## src/rtl/seg_scan_ctrl.sv

```systemverilog
// Seven-segment scan controller: time-multiplexes NUM_DIGITS common-anode digits
// through one shared hex decoder, with a dark interval at the start of every slot.
// New display words arrive on a valid/ready port and are committed only at frame
// boundaries (or immediately while idle), so a frame never mixes old and new values.
// Optional build macro SEG_LZ_BLANK_EN enables leading-zero suppression.
module seg_scan_ctrl #(
  parameter int unsigned NUM_DIGITS = 4,
  parameter int unsigned DIV_W      = 16,
  parameter int unsigned DIV_MAX    = 49999,
  parameter int unsigned BLANK_CYC  = 15
) (
  input  logic                    clk,
  input  logic                    rst_n,
  input  logic                    enable,
  input  logic                    load_valid,
  output logic                    load_ready,
  input  logic [4*NUM_DIGITS-1:0] load_data,
  output logic [3:0]              dig_val_o,
  output logic [NUM_DIGITS-1:0]   an_o,
  output logic                    frame_o
);

  localparam int unsigned IdxW = (NUM_DIGITS > 1) ? $clog2(NUM_DIGITS) : 1;
  localparam logic [DIV_W-1:0] CntMax   = DIV_W'(DIV_MAX);
  localparam logic [DIV_W-1:0] CntBlank = DIV_W'(BLANK_CYC);
  localparam logic [IdxW-1:0]  IdxLast  = IdxW'(NUM_DIGITS - 1);

  typedef enum logic [0:0] {StIdle, StScan} state_e;

  state_e                  state_q, state_d;
  logic [IdxW-1:0]         idx_q, idx_d;
  logic [DIV_W-1:0]        cnt_q, cnt_d;
  logic [4*NUM_DIGITS-1:0] disp_q, disp_d;
  logic [4*NUM_DIGITS-1:0] pend_q, pend_d;
  logic                    ready_q, ready_d;
  logic [NUM_DIGITS-1:0]   an_q, an_d;
  logic [3:0]              dig_q, dig_d;
  logic                    frame_q, frame_d;

  logic                    slot_end;
  logic                    boundary;
  logic [NUM_DIGITS-1:0]   digit_on;

  // Last cycle of a slot, and last cycle of a frame that keeps scanning.
  assign slot_end = (cnt_q == CntMax);
  assign boundary = (state_q == StScan) && enable && slot_end && (idx_q == IdxLast);

`ifdef SEG_LZ_BLANK_EN
  logic lz_seen;

  // A digit may light only if it or some more significant digit is nonzero; digit 0 always may.
  always_comb begin
    lz_seen  = 1'b0;
    digit_on = '0;
    for (int i = NUM_DIGITS - 1; i >= 0; i--) begin
      lz_seen     = lz_seen | (disp_q[4*i +: 4] != 4'h0);
      digit_on[i] = lz_seen | (i == 0);
    end
  end
`else
  assign digit_on = '1;
`endif

  // Next-state: scan sequencing, registered output values and the load/commit handshake.
  always_comb begin
    state_d = state_q;
    idx_d   = idx_q;
    cnt_d   = cnt_q;
    disp_d  = disp_q;
    pend_d  = pend_q;
    ready_d = ready_q;
    an_d    = '1;
    dig_d   = 4'h0;
    frame_d = boundary;

    unique case (state_q)
      StIdle: begin
        idx_d = '0;
        cnt_d = '0;
        if (enable) state_d = StScan;
      end
      StScan: begin
        if (!enable) begin
          state_d = StIdle;
          idx_d   = '0;
          cnt_d   = '0;
        end else begin
          dig_d = disp_q[{idx_q, 2'b00} +: 4];
          if ((cnt_q > CntBlank) && digit_on[idx_q]) an_d[idx_q] = 1'b0;
          if (slot_end) begin
            cnt_d = '0;
            idx_d = (idx_q == IdxLast) ? '0 : idx_q + 1'b1;
          end else begin
            cnt_d = cnt_q + 1'b1;
          end
        end
      end
      default: state_d = StIdle;
    endcase

    // A word captured on a boundary edge has ready_q=1 there, so it waits for the next boundary.
    if (load_valid && ready_q) begin
      pend_d  = load_data;
      ready_d = 1'b0;
    end else if (!ready_q && ((state_q == StIdle) || boundary)) begin
      disp_d  = pend_q;
      ready_d = 1'b1;
    end
  end

  // State and output registers.
  always_ff @(posedge clk or negedge rst_n) begin
    if (!rst_n) begin
      state_q <= StIdle;
      idx_q   <= '0;
      cnt_q   <= '0;
      disp_q  <= '0;
      pend_q  <= '0;
      ready_q <= 1'b1;
      an_q    <= '1;
      dig_q   <= 4'h0;
      frame_q <= 1'b0;
    end else begin
      state_q <= state_d;
      idx_q   <= idx_d;
      cnt_q   <= cnt_d;
      disp_q  <= disp_d;
      pend_q  <= pend_d;
      ready_q <= ready_d;
      an_q    <= an_d;
      dig_q   <= dig_d;
      frame_q <= frame_d;
    end
  end

  assign load_ready = ready_q;
  assign an_o       = an_q;
  assign dig_val_o  = dig_q;
  assign frame_o    = frame_q;

endmodule

```

## config.mk

```make
export PLATFORM = sky130hd
export DESIGN_NAME = seg_scan_ctrl
export DESIGN_NICKNAME = d
export VERILOG_FILES = /design/src/rtl/seg_scan_ctrl.sv
export SDC_FILE = /design/constraint.sdc
export NUM_CORES = 1
export LEC_CHECK = 0
export CAP_MARGIN = 10
export CORE_MARGIN = 1.5
export CORE_UTILIZATION = 54
export DETAILED_ROUTE_END_ITERATION = 6
export HOLD_SLACK_MARGIN = 0.15
export PLACE_DENSITY = 0.76
export REMOVE_ABC_BUFFERS = 1
export SLEW_MARGIN = 20
export SYNTH_ARGS = -nofsm -noshare
export SYNTH_HDL_FRONTEND = slang
export SYNTH_SLANG_ARGS = --single-unit
```

## constraint.sdc

```tcl
create_clock -name clk -period 3.2 [get_ports clk]
set_input_delay 0.64 -clock clk [delete_from_list [all_inputs] [get_ports clk]]
set_output_delay 0.64 -clock clk [all_outputs]
set_load 0.05 [all_outputs]
```

* After elaboration in Yosys (flattened, before gate mapping) *
Cells that the tools add are included.

storage, ports and cells
  input bits = 20
  logic and storage cells = 51
  register bits after elaboration = 61
  output and inout bits = 10

cells by class
  $lt $le $gt $ge = 3
  bitwise operators = 3
  multiplexer cells = 19
  shift operators = 1
  eq/ne operators = 3
  reductions and logical operators = 11
  $add $sub $neg = 2

operator list
  kind                     number
  $mux W16                 2
  $pmux W16 S2             1
  $mux W4                  5
  $add A16 B1 Y16 const B  1
  $eq A16 B16 Y1 const B   1
  $gt A16 B4 Y1 const B    1
  $shiftx A16 B5 Y4        1
  $logic_and A1 B1 Y1      7
  $mux W2                  3
  $mux W1                  5
  $not A4 Y4               1
  $pmux W2 S2              1
  $lt A2 B3 Y1 const B     1
  $ne A3 B2 Y1 const B     1
  $add A2 B1 Y2 const B    1
  $bmux W1 S2              1
  $demux W1 S2             1
  $eq A2 B2 Y1 const B     1
  $ge A2 B1 Y1 const B     1
  $not A1 Y1               2
  $reduce_and A2 Y1        1
  $reduce_bool A2 Y1       1
  $logic_not A1 Y1         1
  $logic_or A1 B1 Y1       1

* Logic depth before layout (Yosys ltp) *
Gate-level depths: netlist of the first run.

  depth in word-level cells = 8
  gate-level depth with buffers = 7
  depth with buffers taken out = 5

* Worst setup path after synthesis of the first run *
No wires, ideal clock.

  path type = register to register
  from = register cnt_q[0]
  to = register disp_q[10]
  period minus slack after synthesis = 1816 ps
  buffers on the path = 2
  stages on the path, launching flop included = 8
  setup slack = 1384 ps
  setup time = 132 ps
  data required time = 3068 ps
  data arrival time = 1684 ps
  path through = dfrtp_1 -> ha_1 -> nand2_1 -> or4_4 -> buf_6 -> clkbuf_2 -> o21ai_0 -> nand3_1

between the ends
  longest elaborated chain between the ends = 6

RTL lines
  what                                RTL line  text
  start, declared                     32        logic [DIV_W-1:0] cnt_q, cnt_d;
  start signal, assigned              126       cnt_q <= cnt_d;
  $eq A16 B16 Y1                      45        assign slot_end = (cnt_q == CntMax);
  $logic_and A1 B1 Y1 (2 in series)   46        assign boundary = (state_q == StScan) && enable && slot_end && (idx_q == IdxLast);
  $logic_or A1 B1 Y1                  105       end else if (!ready_q && ((state_q == StIdle) || boundary)) begin
  $logic_and A1 B1 Y1                 105
  $reduce_and A2 Y1 (no source line)  -
  end signal, assigned                127       disp_q <= disp_d;
  end, declared                       33        logic [4*NUM_DIGITS-1:0] disp_q, disp_d;

No other way between the ends.
A chain may end at the register's enable or synchronous reset.

* Worst setup path after layout of the first run *
  from = register ready_q, in the netlist load_ready
  to = output port load_ready

RTL lines
  what                    RTL line  text
  start, declared         35        logic ready_q, ready_d;
  start signal, assigned  129       ready_q <= ready_d;
  end, declared           16        output logic load_ready,

No word-level cell between the ends.

==> flow_summary.json, run 1 <==
{
  "critical_path_buf_inv_count": 1,
  "critPathLaunchType": "register",
  "crit_path_end_kind": "primary output",
  "clock_path_buffers": 2,
  "detailed_place.area_mm2": 0.00345,
  "floorplan.die_area_mm2": 0.00622,
  "slowest_stage": "sky130_fd_sc_hd__clkdlybuf4s50_1",
  "async_flop_share_pct": 100,
  "totalNegativeSetupSlack_ns": 0,
  "drive_above_1_share_pct": 15.6,
  "r2r_setup_slack_ns": 0.98,
  "outcome": "completed",
  "utilization_pct": 65.2,
  "io_buffer_count": 29,
  "post_cts.repair.setup_buffers": 0,
  "synth.yosys.seq_area_share_pct": 49.3,
  "peakVddDrop_v": 0.000294,
  "post_route_skew_ns": 0.0104,
  "maximum_number_of_pins_on_one_net_before_global_route_repair": 62,
  "synth_cell_type_count": 35,
  "dr.pass1.iters": 5,
  "ys_ff_latch": 61,
  "ys_warn_count": 0,
  "rr_endpoint": "cnt_q[6]$_DFF_PN0_",
  "ff2ff_path_depth": 5,
  "setup_slack_ns": 0.890,
  "grt_antenna_before_repair": 0,
  "rd_place_congestion": 0.815,
  "initialDrtViolationCount": 319,
  "power.density_mw_per_mm2": 496,
  "worst-setup-path-type": "register to primary output",
  "route.final.wire_length_um": 6930,
  "number_of_hold_buffers_added_after_cts": 0,
  "timing.final.crit_share_pct": 72.2,
  "number_of_instances_in_the_synthesized_netlist": 297,
  "place.detailed.hpwl_um": 4220,
  "starting_density_pct": 56.1,
  "dp_slack_ns": 0.835,
  "synth.avg_cell_area_um2": 10.5,
  "r2r_start": "cnt_q[0]$_DFF_PN0_",
  "cts_buffers": 9,
  "cell_at_the_root_of_the_clock_tree": "sky130_fd_sc_hd__clkbuf_8",
  "design_power_total_w": 0.00179,
  "holdCritPathClass": "input port to async pin",
  "layout.cell_area.non_filler_mm2": 0.00361,
  "pin_count": 30,
  "data_arrival_at_the_endpoint_of_the_critical_path_ns": 1.67,
  "die-height_um": 78.9,
  "worst_ep_required_time_ns": 2.56,
  "ant_diodes": 0,
  "wl_per_cell_um": 17.4,
  "number_of_global_route_vias_before_repair": 2430,
  "max_slew_margin_pct": 40.9,
  "slowest_delay_ns": 0.79,
  "coreArea_mm2": 0.00554,
  "timing.final.crit_period_ns": 2.31,
  "ctsResizeCount": 0,
  "postSynth.topFlopCell": "sky130_fd_sc_hd__dfrtp_1",
  "fillers": 456,
  "grt_pass1_wl_um": 11800,
  "timing_hold_violations_final": 0,
  "cts_tree": "yes",
  "dr_vias": 2501,
  "syn_to_layout_area_delta_pct": 16.2,
  "finalSetupViolations": 0,
  "row_count": 27,
  "syn-cell-area_mm2": 0.00311,
  "clock_net_sink_count": 61,
  "synth_enable_flop_cells": 0,
  "report.final.slew_viol_count": 0,
  "width_of_the_die_um": 78.9,
  "clk_latency_ns": 0.34,
  "timing_limited_maximum_frequency_ghz": 0.433,
  "mostFrequentLayoutCells": "56 x sky130_fd_sc_hd__dfrtp_1, 38 x sky130_fd_sc_hd__nand3_1, 28 x sky130_fd_sc_hd__clkdlybuf4s50_1, 19 x sky130_fd_sc_hd__nor2_1, 17 x sky130_fd_sc_hd__and2_1",
  "transition_time_at_the_pin_with_the_least_slew_margin_ns": 0.880,
  "cts.clk_slew.worst_paths_ns": 0.07,
  "post-route-drc-count": 0,
  "p_leak_nw": 1.32,
  "max-cap-violations": 0,
  "critPathMaxFanout": 2,
  "antenna_violating_nets_post_route": 0,
  "final_net_count": 347,
  "critical-path-top-delay-family": "buffers and inverters",
  "crit_chain": "clkdlybuf4s50_1",
  "layout.cells.most_common": "sky130_fd_sc_hd__dfrtp_1",
  "cts-htree-levels": 3,
  "globalRouteTotalUtil_pct": 24.7,
  "grt_overflow_total": 0,
  "rsz0062_at_grt": "false",
  "route.detailed.vias_per_inst": 6.27
}
cells in the mapped netlist (2+ instances only):
| master | number | area share, % |
|---|---|---|
| sky130_fd_sc_hd__o21ai_0 | 14 | 2.3 |
| sky130_fd_sc_hd__nand2_1 | 14 | 1.7 |
| sky130_fd_sc_hd__nand4_1 | 5 | 1.0 |
| sky130_fd_sc_hd__mux2_2 | 16 | 5.8 |
| sky130_fd_sc_hd__o21ai_1 | 4 | 0.64 |
| sky130_fd_sc_hd__a21oi_1 | 2 | 0.32 |
| sky130_fd_sc_hd__dfrtp_1 | 56 | 45 |
| sky130_fd_sc_hd__mux4_2 | 4 | 2.9 |
| sky130_fd_sc_hd__nor2_1 | 19 | 2.3 |
| sky130_fd_sc_hd__nor2b_1 | 4 | 0.80 |
| sky130_fd_sc_hd__clkbuf_1 | 15 | 1.8 |
| sky130_fd_sc_hd__xor2_1 | 4 | 1.1 |
| sky130_fd_sc_hd__nor4_1 | 5 | 1.0 |
| sky130_fd_sc_hd__buf_2 | 4 | 0.64 |
| sky130_fd_sc_hd__nand3_1 | 38 | 6.1 |
| sky130_fd_sc_hd__dfstp_2 | 5 | 4.2 |
| sky130_fd_sc_hd__nor3_1 | 6 | 0.97 |
| sky130_fd_sc_hd__and2_1 | 17 | 3.4 |
| sky130_fd_sc_hd__inv_1 | 6 | 0.72 |
| sky130_fd_sc_hd__nor3b_1 | 16 | 3.9 |
| sky130_fd_sc_hd__ha_1 | 5 | 2.0 |
| sky130_fd_sc_hd__a222oi_1 | 16 | 5.1 |
| sky130_fd_sc_hd__xnor2_1 | 10 | 2.8 |
where the power goes:
part           internal (W)  switching [W]  total (W)  leakage (nW)
logic              0.000150       0.000131   0.000281         0.510
registers          0.000854      0.0000659   0.000920         0.724
clock network      0.000301       0.000290   0.000591        0.0844
state kept, by name, summed over array words and instances, names as in the netlist:
signal      cells
an_o            4
cnt_q          16
dig_val_o       4
disp_q         16
frame_o         1
idx_q           2
load_ready      1
pend_q         16
state_q         1
cell families after synthesis:
logic type	synth area share [%]
AOI/OAI and AO/OA	9.13
xor gates and xnor gates	3.94
adders and majority gates	2.01
buffers and inverters	3.94
DFF	49.3
muxes	8.69
and+or+nand+nor	23.0
stage by stage:
| step | instances | hold WS [ns] |
|---|---|---|
| after floorplan | 275 | 0.344 |
| after global placement | 383 | 0.502 |
| after detailed placement | 383 | 0.518 |
| after CTS | 399 | 0.311 |
| after global routing | 399 | 0.316 |
| final | 399 | 0.303 |
layer usage:
layer | vias up | GRT usage [%] | routed length [µm]
li1 | 1138 | - | -
met1 | 1258 | 32.4 | 3050
met2 | 95 | 38.2 | 3430
met3 | 10 | 7.13 | 349
met4 | 0 | 11.4 | 101
met5 | - | 0 | 0
area by class of cell:
type / instances / area, µm² / share of cell area [%]
Clock buffer: 14 / 153 / 4.22
Clock inverter: 2 / 10.0 / 0.277
Inverter: 6 / 22.5 / 0.623
Multi-Input combinational cell: 208 / 1460 / 40.3
Sequential cell: 61 / 1530 / 42.4
Tap cell: 72 / 90.1 / 2.49
Timing Repair Buffer: 36 / 350 / 9.70
worst max-delay path by stage:
stage,endpoint,cells past startpoint,start
floorplan,cnt_q[10]$_DFF_PN0_,5,cnt_q[0]$_DFF_PN0_
global placement,disp_q[14]$_DFFE_PN0P_,5,enable
detailed placement,disp_q[14]$_DFFE_PN0P_,5,enable
CTS,load_ready,1,load_ready$_DFFE_PN1P_
global route,cnt_q[10]$_DFF_PN0_,5,cnt_q[0]$_DFF_PN0_
finish,load_ready,1,load_ready$_DFFE_PN1P_
No activity file was read; power rests on OpenSTA's default activity.
==> run 2: changes to the inputs <==
--- a/config.mk
+++ b/config.mk
@@ -7,10 +7,10 @@
 export LEC_CHECK = 0
 export CAP_MARGIN = 10
 export CORE_MARGIN = 1.5
-export CORE_UTILIZATION = 54
+export CORE_UTILIZATION = 51
 export DETAILED_ROUTE_END_ITERATION = 6
 export HOLD_SLACK_MARGIN = 0.15
-export PLACE_DENSITY = 0.76
+export PLACE_DENSITY = 0.75
 export REMOVE_ABC_BUFFERS = 1
 export SLEW_MARGIN = 20
 export SYNTH_ARGS = -nofsm -noshare
==> constraint.sdc (replaced) <==
create_clock -name clk -period 2.1 [get_ports clk]
set_input_delay 0.42 -clock clk [delete_from_list [all_inputs] [get_ports clk]]
set_output_delay 0.42 -clock clk [all_outputs]
set_load 0.05 [all_outputs]
==> run 2 against run 1 <==
The flow now finishes with violations (design-rule violations). Combinational power grew 60%. Count of clock-buffer cells in the layout shrank 1. First-iteration DRC count grew 19%. Sequential power grew 52%. Non-clock buffer count grew 11. Utilization shrank 0.77 points. Die area grew 5.7%. Wire length grew 0.55%. Sequential cell count is the same. Critical path type unchanged.
==> flow_summary.json, run 2 (same netlist as run 1, synthesis figures left out) <==
{
  "outcome": "finished, violations left",
  "violations": "design-rule violations",
  "initialDrtViolationCount": 381,
  "timing_hold_violations_final": 0,
  "critPathMaxFanout": 1,
  "io_buffer_count": 29,
  "drive_above_1_share_pct": 19.2,
  "totalNegativeSetupSlack_ns": 0,
  "grtUsageMet1_pct": 30.3,
  "rd_place_congestion": 0.860,
  "dr.pass1.iters": 7,
  "power.clock.fraction_pct": 42.1,
  "data_arrival_at_the_endpoint_of_the_critical_path_ns": 1.65,
  "finalSetupViolations": 0,
  "dp_slack_ns": 0.171,
  "fillers": 458,
  "maximum_number_of_pins_on_one_net_before_global_route_repair": 62,
  "die-height_um": 81.1,
  "coreArea_mm2": 0.00592,
  "rr_endpoint": "idx_q[0]$_DFFE_PN0P_",
  "clock_net_sink_count": 61,
  "clock_path_buffers": 2,
  "cts_tree": "yes",
  "p_sw_w": 0.000762,
  "finalHoldWorstSlack_ns": 0.503,
  "peakVddDrop_v": 0.000573,
  "crit_chain": "clkdlybuf4s50_1",
  "critical-path-top-delay-family": "buffers and inverters",
  "post_cts.repair.setup_buffers": 0,
  "crit_path_end_kind": "primary output",
  "number_of_global_route_vias_before_repair": 2445,
  "post_route_skew_ns": 0.00951,
  "row_count": 28,
  "critical_path.endpoint": "an_o[3]",
  "share_comb_of_total_power_pct": 14.1,
  "dr_vias": 2544,
  "cts.clk_slew.worst_paths_ns": 0.07,
  "rsz0062_at_grt": "false",
  "place.detailed.hpwl_um": 4330,
  "r2r_start": "cnt_q[0]$_DFF_PN0_",
  "setup_slack_ns": 0.0288,
  "pin_count": 30,
  "ff2ff_path_depth": 5,
  "route.final.wire_length_um": 6970,
  "globalRouteTotalUtil_pct": 23.4,
  "antenna_violating_nets_post_route": 0,
  "post-route-drc-count": 19,
  "slowest_delay_ns": 0.79,
  "grt_overflow_total": 0,
  "mostFrequentLayoutCells": "56 x sky130_fd_sc_hd__dfrtp_1, 38 x sky130_fd_sc_hd__nand3_1, 24 x sky130_fd_sc_hd__clkdlybuf4s50_1, 19 x sky130_fd_sc_hd__nor2_1, 17 x sky130_fd_sc_hd__and2_1",
  "cts_buffers": 9,
  "holdCritPathClass": "register to register",
  "width_of_the_die_um": 81.1,
  "timing_limited_maximum_frequency_ghz": 0.483,
  "grtUsageMet2_pct": 36.7,
  "starting_density_pct": 52.5,
  "slowest_stage": "sky130_fd_sc_hd__clkdlybuf4s50_1",
  "grt_use_met3_pct": 5.62,
  "worst-setup-path-type": "register to primary output",
  "critPathLaunchType": "register",
  "critical_path_buf_inv_count": 1,
  "r2r_setup_slack_ns": 0.16,
  "reg.largest.list": "cnt_q x16, disp_q x16, pend_q x16",
  "layer_carrying_the_most_global_route_usage": "met2",
  "grt_antenna_before_repair": 0,
  "grt_pass1_wl_um": 11600,
  "max-cap-violations": 0,
  "syn_to_layout_area_delta_pct": 22.7,
  "p_leak_nw": 1.42,
  "floorplan.die_area_mm2": 0.00658,
  "seq_power_share_pct": 43.8,
  "layout.cells.most_common": "sky130_fd_sc_hd__dfrtp_1",
  "timing.final.crit_period_ns": 2.07,
  "worst_setup_path_startpoint": "an_o[3]$_DFF_PN1_",
  "worst_ep_required_time_ns": 1.68,
  "cell_at_the_root_of_the_clock_tree": "sky130_fd_sc_hd__clkbuf_8",
  "report.final.slew_viol_count": 0,
  "power.share.switching_pct": 23.8,
  "cts-htree-levels": 3,
  "max_slew_margin_pct": 66.7,
  "ant_diodes": 0,
  "power.density_mw_per_mm2": 837,
  "clk_latency_ns": 0.35,
  "route.detailed.vias_per_inst": 6.16,
  "transition_time_at_the_pin_with_the_least_slew_margin_ns": 0.498,
  "timing.final.crit_share_pct": 98.6,
  "worst-path-stages": 1,
  "internal_power_w": 0.00243,
  "final_net_count": 358,
  "wl_per_cell_um": 16.9
}
[run 2: power by group through the flow]
stage               Combinational, W  Sequential, W  Clock, W
finish                      0.000450        0.00140   0.00135
global route                0.000485        0.00141   0.00140
CTS                         0.000449        0.00139   0.00136
detailed placement          0.000444        0.00141         0
global placement            0.000427        0.00141         0
floorplan                   0.000244        0.00143         0
[run 2: final cells by class]
cell class                      count  area, µm²  area share (%)
Clock inverter                      3       90.1            2.36
Clock buffer                       13        169            4.43
Sequential cell                    61       1530            40.2
Multi-Input combinational cell    208       1460            38.1
Tap cell                           75       93.8            2.46
Inverter                            6       22.5           0.590
Timing Repair Buffer               47        453            11.9
[run 2: stage by stage]
stage / std cells / power, W / util (%) / area [µm²]
global route: 413 / 0.00330 / 64.5 / 3820
global placement: 396 / 0.00184 / 59.8 / 3540
CTS: 413 / 0.00320 / 64.3 / 3810
finish: 413 / 0.00319 / 64.5 / 3820
floorplan: 275 / 0.00167 / - / 3010
detailed placement: 396 / 0.00186 / 59.8 / 3540
[run 2: what timing repair did]
action                                  in CTS  in global routing
endpoints found under the hold margin       56                  0
endpoints found under the setup margin       0                  3
resized for setup                            0                  3
hold buffers                                 1                  0
[run 2: worst min path at each step]
stage,from,end,cells past startpoint
detailed placement,rst_n,cnt_q[11]$_DFF_PN0_,2
global placement,rst_n,cnt_q[11]$_DFF_PN0_,2
finish,cnt_q[0]$_DFF_PN0_,cnt_q[0]$_DFF_PN0_,1
global route,pend_q[10]$_DFFE_PN0P_,pend_q[10]$_DFFE_PN0P_,1
CTS,cnt_q[0]$_DFF_PN0_,cnt_q[0]$_DFF_PN0_,1
floorplan,rst_n,cnt_q[0]$_DFF_PN0_,0
[run 2: routing by layer]
layer	wire (µm)	share of wire [%]	vias to the layer above
li1	-	-	1157
met1	3020	43	1240
met2	3350	48	129
met3	468	6.7	18
met4	129	1.9	0
met5	0	0	-
==> run 3: changes to the inputs <==
--- a/config.mk
+++ b/config.mk
@@ -12,6 +12,8 @@
 export HOLD_SLACK_MARGIN = 0.15
 export PLACE_DENSITY = 0.75
 export REMOVE_ABC_BUFFERS = 1
+export SETUP_SLACK_MARGIN = 0.15
+export SKIP_LAST_GASP = 1
 export SLEW_MARGIN = 20
 export SYNTH_ARGS = -nofsm -noshare
 export SYNTH_HDL_FRONTEND = slang
==> run 3 against run 2 <==
The flow still finishes with violations (design-rule violations). Clock skew is 0.00087 ns lower. Hold slack better by 0.0065 ns. First-iteration DRC count is 7.1% lower. Die area stayed put. Critical path depth stayed put.
==> flow_summary.json, run 3 (same netlist as run 1, synthesis figures left out) <==
{
  "outcome": "finished, violations left",
  "violations": "design-rule violations",
  "post-route-drc-count": 1,
  "wl_per_cell_um": 16.8,
  "initialDrtViolationCount": 354,
  "r2r_setup_slack_ns": 0.24,
  "cts_tree": "yes",
  "die-height_um": 81.1,
  "power.clock.fraction_pct": 42.0,
  "rsz0062_at_grt": "false",
  "drive_above_1_share_pct": 20.5,
  "globalRouteTotalUtil_pct": 23.4,
  "max_slew_margin_pct": 67.2,
  "share_comb_of_total_power_pct": 14.1,
  "reg.largest.list": "cnt_q x16, disp_q x16, pend_q x16",
  "layout.cells.most_common": "sky130_fd_sc_hd__dfrtp_1",
  "ff2ff_path_depth": 5,
  "cts-htree-levels": 3,
  "ant_diodes": 0,
  "pin_count": 30,
  "holdPathStages": 1,
  "transition_time_at_the_pin_with_the_least_slew_margin_ns": 0.491,
  "worst_hold_path.endpoint": "cnt_q[0]$_DFF_PN0_",
  "timing_hold_violations_final": 0,
  "syn_to_layout_area_delta_pct": 23.5,
  "clock_net_sink_count": 61,
  "p_leak_nw": 1.42,
  "number_of_global_route_vias_before_repair": 2445,
  "route.final.wire_length_um": 6980,
  "cts.clk_slew.worst_paths_ns": 0.07,
  "max-cap-violations": 0,
  "detailed_place.area_mm2": 0.00354,
  "grt_pass1_wl_um": 11600,
  "dr_vias": 2540,
  "post_route_skew_ns": 0.00863,
  "grt_antenna_before_repair": 0,
  "route.detailed.vias_per_inst": 6.11,
  "peakVddDrop_v": 0.000574,
  "timing_limited_maximum_frequency_ghz": 0.532,
  "critPathMaxFanout": 1,
  "row_count": 28,
  "slowest_stage": "sky130_fd_sc_hd__clkdlybuf4s50_1",
  "crit_path_end_kind": "primary output",
  "worst_min_path_start": "cnt_q[0]$_DFF_PN0_",
  "crit_chain": "clkdlybuf4s50_1",
  "worst_ep_required_time_ns": 1.68,
  "r2r_start": "cnt_q[1]$_DFF_PN0_",
  "maximum_number_of_pins_on_one_net_before_global_route_repair": 62,
  "cts_buffers": 9,
  "power.share.switching_pct": 23.8,
  "report.final.slew_viol_count": 0,
  "totalNegativeSetupSlack_ns": 0,
  "finalSetupViolations": 0,
  "critical_path_buf_inv_count": 1,
  "dp_slack_ns": 0.171,
  "cell_at_the_root_of_the_clock_tree": "sky130_fd_sc_hd__clkbuf_8",
  "floorplan.die_area_mm2": 0.00658,
  "rd_place_congestion": 0.860,
  "place.detailed.hpwl_um": 4330,
  "io_buffer_count": 29,
  "width_of_the_die_um": 81.1,
  "grt_overflow_total": 0,
  "holdCritPathClass": "register to register",
  "critPathLaunchType": "register",
  "rr_endpoint": "idx_q[0]$_DFFE_PN0P_",
  "clock_path_buffers": 2,
  "design_power_total_w": 0.00319,
  "coreArea_mm2": 0.00592,
  "starting_density_pct": 52.5,
  "antenna_violating_nets_post_route": 0,
  "worst-setup-path-type": "register to primary output",
  "mostFrequentLayoutCells": "55 x sky130_fd_sc_hd__dfrtp_1, 38 x sky130_fd_sc_hd__nand3_1, 23 x sky130_fd_sc_hd__clkdlybuf4s50_1, 19 x sky130_fd_sc_hd__nor2_1, 19 x sky130_fd_sc_hd__buf_4",
  "final_net_count": 361,
  "internal_power_w": 0.00243,
  "clk_latency_ns": 0.35,
  "setup_slack_ns": 0.222,
  "timing.final.crit_share_pct": 89.4,
  "critical-path-top-delay-family": "buffers and inverters",
  "layout.cell_area.non_filler_mm2": 0.00384,
  "dr.pass1.iters": 7,
  "p_sw_w": 0.000759,
  "timing.final.crit_period_ns": 1.88,
  "power.density_mw_per_mm2": 832,
  "seq_power_share_pct": 43.8,
  "slowest_delay_ns": 0.79,
  "finalHoldWorstSlack_ns": 0.510,
  "data_arrival_at_the_endpoint_of_the_critical_path_ns": 1.46
}
-- run 3: changes by cell type in the layout (fill, tap and decap cells not counted) --
cell / previous run / this run
sky130_fd_sc_hd__buf_4: 16 / 19
sky130_fd_sc_hd__clkdlybuf4s50_1: 24 / 23
sky130_fd_sc_hd__dfrtp_1: 56 / 55
sky130_fd_sc_hd__dfrtp_2: 0 / 1
sky130_fd_sc_hd__dlygate4sd2_1: 0 / 4
sky130_fd_sc_hd__dlymetal6s2s_1: 3 / 0
sky130_fd_sc_hd__ha_1: 5 / 4
sky130_fd_sc_hd__ha_4: 0 / 1
-- run 3: timing repair --
action,CTS,global route
endpoints found under the hold margin,56,0
resized for setup,4,3
setup buffers,0,3
setup endpoints to repair,4,12
hold buffers,1,0
pin swaps,0,1
-- run 3: power groups by stage --
stage               Clock, W  Combinational [W]  Sequential, W
floorplan                  0           0.000244        0.00143
global placement           0           0.000427        0.00141
detailed placement         0           0.000444        0.00141
CTS                  0.00136           0.000449        0.00139
global route         0.00140           0.000487        0.00141
finish               0.00134           0.000451        0.00140
-- run 3: worst max path at each step --
stage                                 startpoint                    to  slack [ns]  cells after the start
after floorplan               cnt_q[0]$_DFF_PN0_   cnt_q[10]$_DFF_PN0_       -0.02                      5
after global routing          cnt_q[1]$_DFF_PN0_  idx_q[0]$_DFFE_PN0P_        0.13                      5
after global placement        cnt_q[0]$_DFF_PN0_  idx_q[0]$_DFFE_PN0P_        0.21                      5
final                     dig_val_o[3]$_DFF_PN0_          dig_val_o[3]        0.22                      1
after detailed placement      cnt_q[0]$_DFF_PN0_  idx_q[0]$_DFFE_PN0P_        0.17                      5
after CTS                     cnt_q[0]$_DFF_PN0_  idx_q[0]$_DFFE_PN0P_        0.16                      5
-- run 3: cell type report --
class / count / area, µm²
flip-flops and latches: 61 / 1530
multi-input cells: 208 / 1470
inverters: 6 / 22.5
repair buffers: 50 / 463
well taps: 75 / 93.8
clock inverters: 3 / 90.1
clock buffers: 13 / 169
fillers: 458 / 2080
-- run 3: per-stage QoR --
step	cells	utilization, %
6_report	416	64.9
5_1_grt	416	64.9
4_1_cts	413	64.2
3_5_place_dp	396	59.8
3_3_place_gp	396	59.8
2_1_floorplan	275	-
-- run 3: metal layers --
| layer | GRT usage, % | vias up | share of wire [%] |
|---|---|---|---|
| li1 | - | 1165 | - |
| met1 | 30.3 | 1240 | 42 |
| met2 | 36.7 | 120 | 48 |
| met3 | 5.62 | 15 | 7.2 |
| met4 | 12.1 | 0 | 2.2 |
| met5 | 0 | - | 0 |
